===== src/rtl/seq_mem_pkg.sv =====
// Shared definitions for the 8x8b nibble-write register-file controller:
// request encodings, default widths, FSM state type and request bundle.
package seq_mem_pkg;

  localparam int MEM_ENTRIES = 8;
  localparam int MEM_ADDR_W  = 3;
  localparam int MEM_DATA_W  = 8;
  localparam int MEM_NIB_W   = MEM_DATA_W / 4;

  localparam logic REQ_READ  = 1'b0;
  localparam logic REQ_WRITE = 1'b1;

  typedef enum logic {
    ST_INIT = 1'b0,
    ST_RUN  = 1'b1
  } state_t;

  typedef struct packed {
    logic                  req_type;
    logic [MEM_ADDR_W-1:0] addr;
    logic [MEM_NIB_W-1:0]  nibble_en;
    logic [MEM_DATA_W-1:0] data;
  } req_t;

endpackage


===== src/rtl/seq_mem_resp_buf.sv =====
// Single-entry val/rdy pipeline register; can accept a new entry in the same
// cycle the held one is drained.
module seq_mem_resp_buf #(
  parameter int W = 8
) (
  input  logic         clk,
  input  logic         reset,
  input  logic         enq_val,
  output logic         enq_rdy,
  input  logic [W-1:0] enq_data,
  output logic         deq_val,
  input  logic         deq_rdy,
  output logic [W-1:0] deq_data
);

  logic         val_reg;
  logic [W-1:0] data_reg;

  assign enq_rdy  = !val_reg || deq_rdy;
  assign deq_val  = val_reg;
  assign deq_data = data_reg;

  always_ff @(posedge clk) begin
    if (reset) begin
      val_reg  <= 1'b0;
      data_reg <= '0;
    end else if (enq_val && enq_rdy) begin
      val_reg  <= 1'b1;
      data_reg <= enq_data;
    end else if (deq_rdy) begin
      val_reg  <= 1'b0;
    end
  end

endmodule


===== src/rtl/seq_mem_8x8b_pw_ctrl.sv =====
// Initiator controller for an 8x8b 1r1w register file with nibble write
// enables: zero-fills after reset, then serves val/rdy read/write requests.
module seq_mem_8x8b_pw_ctrl
  import seq_mem_pkg::*;
#(
  parameter int NUM_ENTRIES = MEM_ENTRIES,
  parameter int ADDR_W      = MEM_ADDR_W,
  parameter int DATA_W      = MEM_DATA_W,
  parameter int NIB_W       = MEM_NIB_W
) (
  input  logic              clk,
  input  logic              reset,
  input  logic              req_val,
  output logic              req_rdy,
  input  logic              req_type,
  input  logic [ADDR_W-1:0] req_addr,
  input  logic [NIB_W-1:0]  req_nibble_en,
  input  logic [DATA_W-1:0] req_data,
  output logic              resp_val,
  input  logic              resp_rdy,
  output logic [DATA_W-1:0] resp_data,
  output logic              init_done,
  output logic [ADDR_W-1:0] mem_read_addr,
  input  logic [DATA_W-1:0] mem_read_data,
  output logic [NIB_W-1:0]  mem_write_nibble_en,
  output logic [ADDR_W-1:0] mem_write_addr,
  output logic [DATA_W-1:0] mem_write_data
);

  state_t            state_reg;
  logic [ADDR_W-1:0] init_cnt_reg;
  logic              init_done_reg;
  logic              in_init;
  logic              buf_rdy;
  logic              fire;
  logic              wr_fire;
  logic              rd_fire;

  always_ff @(posedge clk) begin
    if (reset) begin
      state_reg     <= ST_INIT;
      init_cnt_reg  <= '0;
      init_done_reg <= 1'b0;
    end else begin
      case (state_reg)
        ST_INIT: begin
          init_cnt_reg <= init_cnt_reg + 1'b1;
          if (init_cnt_reg == ADDR_W'(NUM_ENTRIES - 1)) begin
            state_reg     <= ST_RUN;
            init_done_reg <= 1'b1;
          end
        end
        default: state_reg <= ST_RUN;
      endcase
    end
  end

  assign in_init   = (state_reg == ST_INIT);
  assign init_done = init_done_reg;
  assign req_rdy   = !in_init && buf_rdy;
  assign fire      = req_val && req_rdy;
  assign wr_fire   = fire && (req_type == REQ_WRITE);
  assign rd_fire   = fire && (req_type == REQ_READ);

  // The write port is owned by the zero-fill during INIT, otherwise by a write fire.
  generate
    for (genvar gi = 0; gi < NIB_W; gi++) begin : g_nib_en
      assign mem_write_nibble_en[gi] = in_init || (wr_fire && req_nibble_en[gi]);
    end
  endgenerate

  assign mem_write_addr = in_init ? init_cnt_reg : (wr_fire ? req_addr : '0);
  assign mem_write_data = wr_fire ? req_data : '0;
  assign mem_read_addr  = in_init ? '0 : req_addr;

  seq_mem_resp_buf #(
    .W (DATA_W)
  ) u_resp_buf (
    .clk      (clk),
    .reset    (reset),
    .enq_val  (rd_fire),
    .enq_rdy  (buf_rdy),
    .enq_data (mem_read_data),
    .deq_val  (resp_val),
    .deq_rdy  (resp_rdy),
    .deq_data (resp_data)
  );

endmodule


===== config.mk =====
export PLATFORM = sky130hd
export DESIGN_NAME = seq_mem_8x8b_pw_ctrl
export DESIGN_NICKNAME = d
export VERILOG_FILES = /design/src/rtl/seq_mem_pkg.sv /design/src/rtl/seq_mem_resp_buf.sv /design/src/rtl/seq_mem_8x8b_pw_ctrl.sv
export SDC_FILE = /design/constraint.sdc
export NUM_CORES = 1
export LEC_CHECK = 0
export ABC_AREA = 1
export CAP_MARGIN = 20
export CORE_MARGIN = 5
export CORE_UTILIZATION = 30
export CTS_CLUSTER_SIZE = 24
export DETAILED_ROUTE_END_ITERATION = 7
export GPL_TIMING_DRIVEN = 0
export PLACE_DENSITY_LB_ADDON = 0.3
export SETUP_SLACK_MARGIN = 0.3
export SYNTH_ARGS = -nofsm -noshare
export SYNTH_HDL_FRONTEND = slang
export SYNTH_SLANG_ARGS = --single-unit

===== constraint.sdc =====
create_clock -name clk -period 1.25 [get_ports clk]
set_input_delay 0.375 -clock clk [delete_from_list [all_inputs] [get_ports clk]]
set_output_delay 0.375 -clock clk [all_outputs]
set_load 0.02 [all_outputs]

==> results.cfg, run 1 <==
[clocking]
cts_tree = done
cts_buffer_depth = 2
htree_levels = 1
numCtsBuffers = 3
clk_latency_ns = 0.28
cts.sinks = 14
root_buffer = clkbuf_4
cts_hold_buf = 0
clkTransAtPathRegs_ns = 0.08

[worst_setup_path]
startpoint_type = flip-flop
cp_data_arrival_time_ns = 1.42
path_common_cell = buf_6
max_stage_delay_ns = 0.37
crit_required_ns = 0.88
endpoint_kind = primary output
path_buf_inv = 3
path_cells = nand2_8 -> nand4_1 -> buf_6 -> buf_4 -> o21ai_2 -> buf_6
critPathMaxFanout = 5
cp_top_family = buffers and inverters
path_class = reg2out
critPathLaunch = u_resp_buf.deq_val
r2r-start = state_reg
crit_path_top_delay_cell = dfxtp_4

[min_path]
min_from = reset
min_path_type = in2reg

[drt]
ant_nets = 0
drt-wirelength-per-cell_um = 15.0
initialDrtViolationCount = 21
first_pass_iters = 4
routed-wl-met2_um = 1600
top_layer_used = met4
drt-met1-wl_um = 1250
wl_met3_um = 253
vias = 968
viasPerCell = 4.54
drc_errors = 0
wirelength_um = 3190

[die]
floorplan.initialDensity_pct = 31.8
dieHeight_um = 58.9
num_rows = 17
die_area_um2 = 3470
coreArea_um2 = 2250
die_w_um = 58.9
ioPinCount = 53

[cells_and_area]
final_core_util_pct = 82.0
diodes = 0
final_common_cell = buf_6
final_nets = 214
final_cell_mix = buf_6 (36), inv_1 (21), clkdlybuf4s50_1 (18)
drive_gt1_share_pct = 60.5
largest_reg_flops = 8
area_delta_synth_final_pct = 158

[sta]
layout_setup_ws_ns = -0.544
finalCritPeriodShare_pct = 144
setup_viol_count_final = 18
finalSetupTns_ns = -7.47
finClkSkew_ns = 0.000464
rsz0062_at_grt = yes
slew_viol_final = 0
hold_viol_final = 0
max_freq_ghz = 0.557
period_minus_slack_ns = 1.79
worst_pin_slew_ns = 0.239
maxSlewHeadroom_pct = 84.1

[yosys]
synth_largest_area_cell = dfxtp_1
netlist_top_cells_area = dfxtp_1 (39%), nor2_1 (16%), inv_1 (14%)
synth_area_per_cell_um2 = 6.34
postSynthCellCount = 113
ys_seq_elements = 14
yosysSeqAreaShare_pct = 39.1
syn-cell-area_um2 = 717
synth_fp_nets = 141
synth_top_cell_area_share_pct = 39.1
yosysWarnings = 0
ys_types = 13

[global_routing]
grt.total_usage_pct = 16.8
grt_pass1_wl_um = 4490
antenna_found_initial = 0
grt_pass1_vias = 967
grt_max_degree = 11
overflow = 0

[power]
p_leak_uw = 0.000857
power_density_nw_per_um2 = 571
ir_worst_vdd_v = 0.000628

[placed_design]
place_congestion = 0.725
hpwl_um = 1830
portBuffers = 52

[run_status]
violations = setup timing
status = finished with violations

[job]
maxCapViolCount = 0
## per-stage QoR
step | hold slack [ns] | cells | area (um^2) | power (uW) | worst slack (ns)
floorplan | 0.434 | 113 | 895 | 565 | -0.170
global placement | 0.455 | 193 | 1450 | 684 | -1.46
detailed placement | 0.477 | 193 | 1450 | 693 | -1.50
CTS | 0.430 | 209 | 1710 | 1040 | -0.465
global route | 0.459 | 213 | 1850 | 1100 | -0.625
finish | 0.444 | 213 | 1850 | 1060 | -0.544
## worst reg2reg max path, cell delays in order (launching register included)
cell and delay [ns]:
dfxtp_4 0.38, buf_6 0.09, buf_6 0.11, nand4_4 0.13
buf_6 0.18, nand2_2 0.05, nand2_1 0.04, nor2_1 0.08
## cells by family (layout without fill, tap and decap cells)
group | count (synthesis) | in the layout | share of synthesized area (%)
fa+ha+maj | 2 | 2 | 3.49
buf+inv | 30 | 102 | 17.3
flops | 14 | 14 | 39.1
simple gates | 55 | 55 | 31.6
compound gates | 12 | 12 | 8.55
## per-layer routing
layer  track usage, %  up-vias
met5                0        -
met4             7.12        0
met3             4.17        6
met2             30.0       48
met1             18.8      437
li1                 -      477
## timing repair
item                                   4_1_cts  5_1_grt
setup endpoints to repair                   39       41
pin swaps                                    6        4
resized for setup                          208       28
setup buffers                               10        4
endpoints found under the hold margin        0        0
gates cloned                                 2        0
## final cells by class
| cell class | count | area (um^2) |
|---|---|---|
| tap | 28 | 35.0 |
| inverter | 26 | 124 |
| multi-input combinational | 69 | 572 |
| timing repair buffer | 68 | 721 |
| sequential | 14 | 304 |
| buffer | 4 | 57.6 |
| fill | 128 | 405 |
| clock buffer | 4 | 36.3 |
## synth_stat cells (all sizes together)
cell type	count
nand2	22
nand4	2
dfxtp	14
ha	2
o21ai	7
nor2	31
buf	4
a21oi	4
inv	26
o22ai	1
## where the power goes
group | switching [uW] | internal [uW] | total (uW)
registers | 14.2 | 456 | 470
logic | 119 | 140 | 259
clock network | 149 | 177 | 326
total | 282 | 773 | 1060
## worst paths after layout
kind | end | slack, ns | cells after the start
worst max register to register | u_resp_buf.deq_data[7] | 0.13 | 7
worst min register to register | init_done | 0.49 | 2
worst min-delay path | u_resp_buf.deq_val | 0.44 | 2
worst max-delay path | mem_write_nibble_en[0] | -0.54 | 6
Note: power is estimated with default switching activity, not from simulation.
==> inputs of run 2 (changes only) <==
- CAP_MARGIN: 20 -> 10
==> results of run 2 <==
Final layout, timing and power as in run 1 (identical DEF).
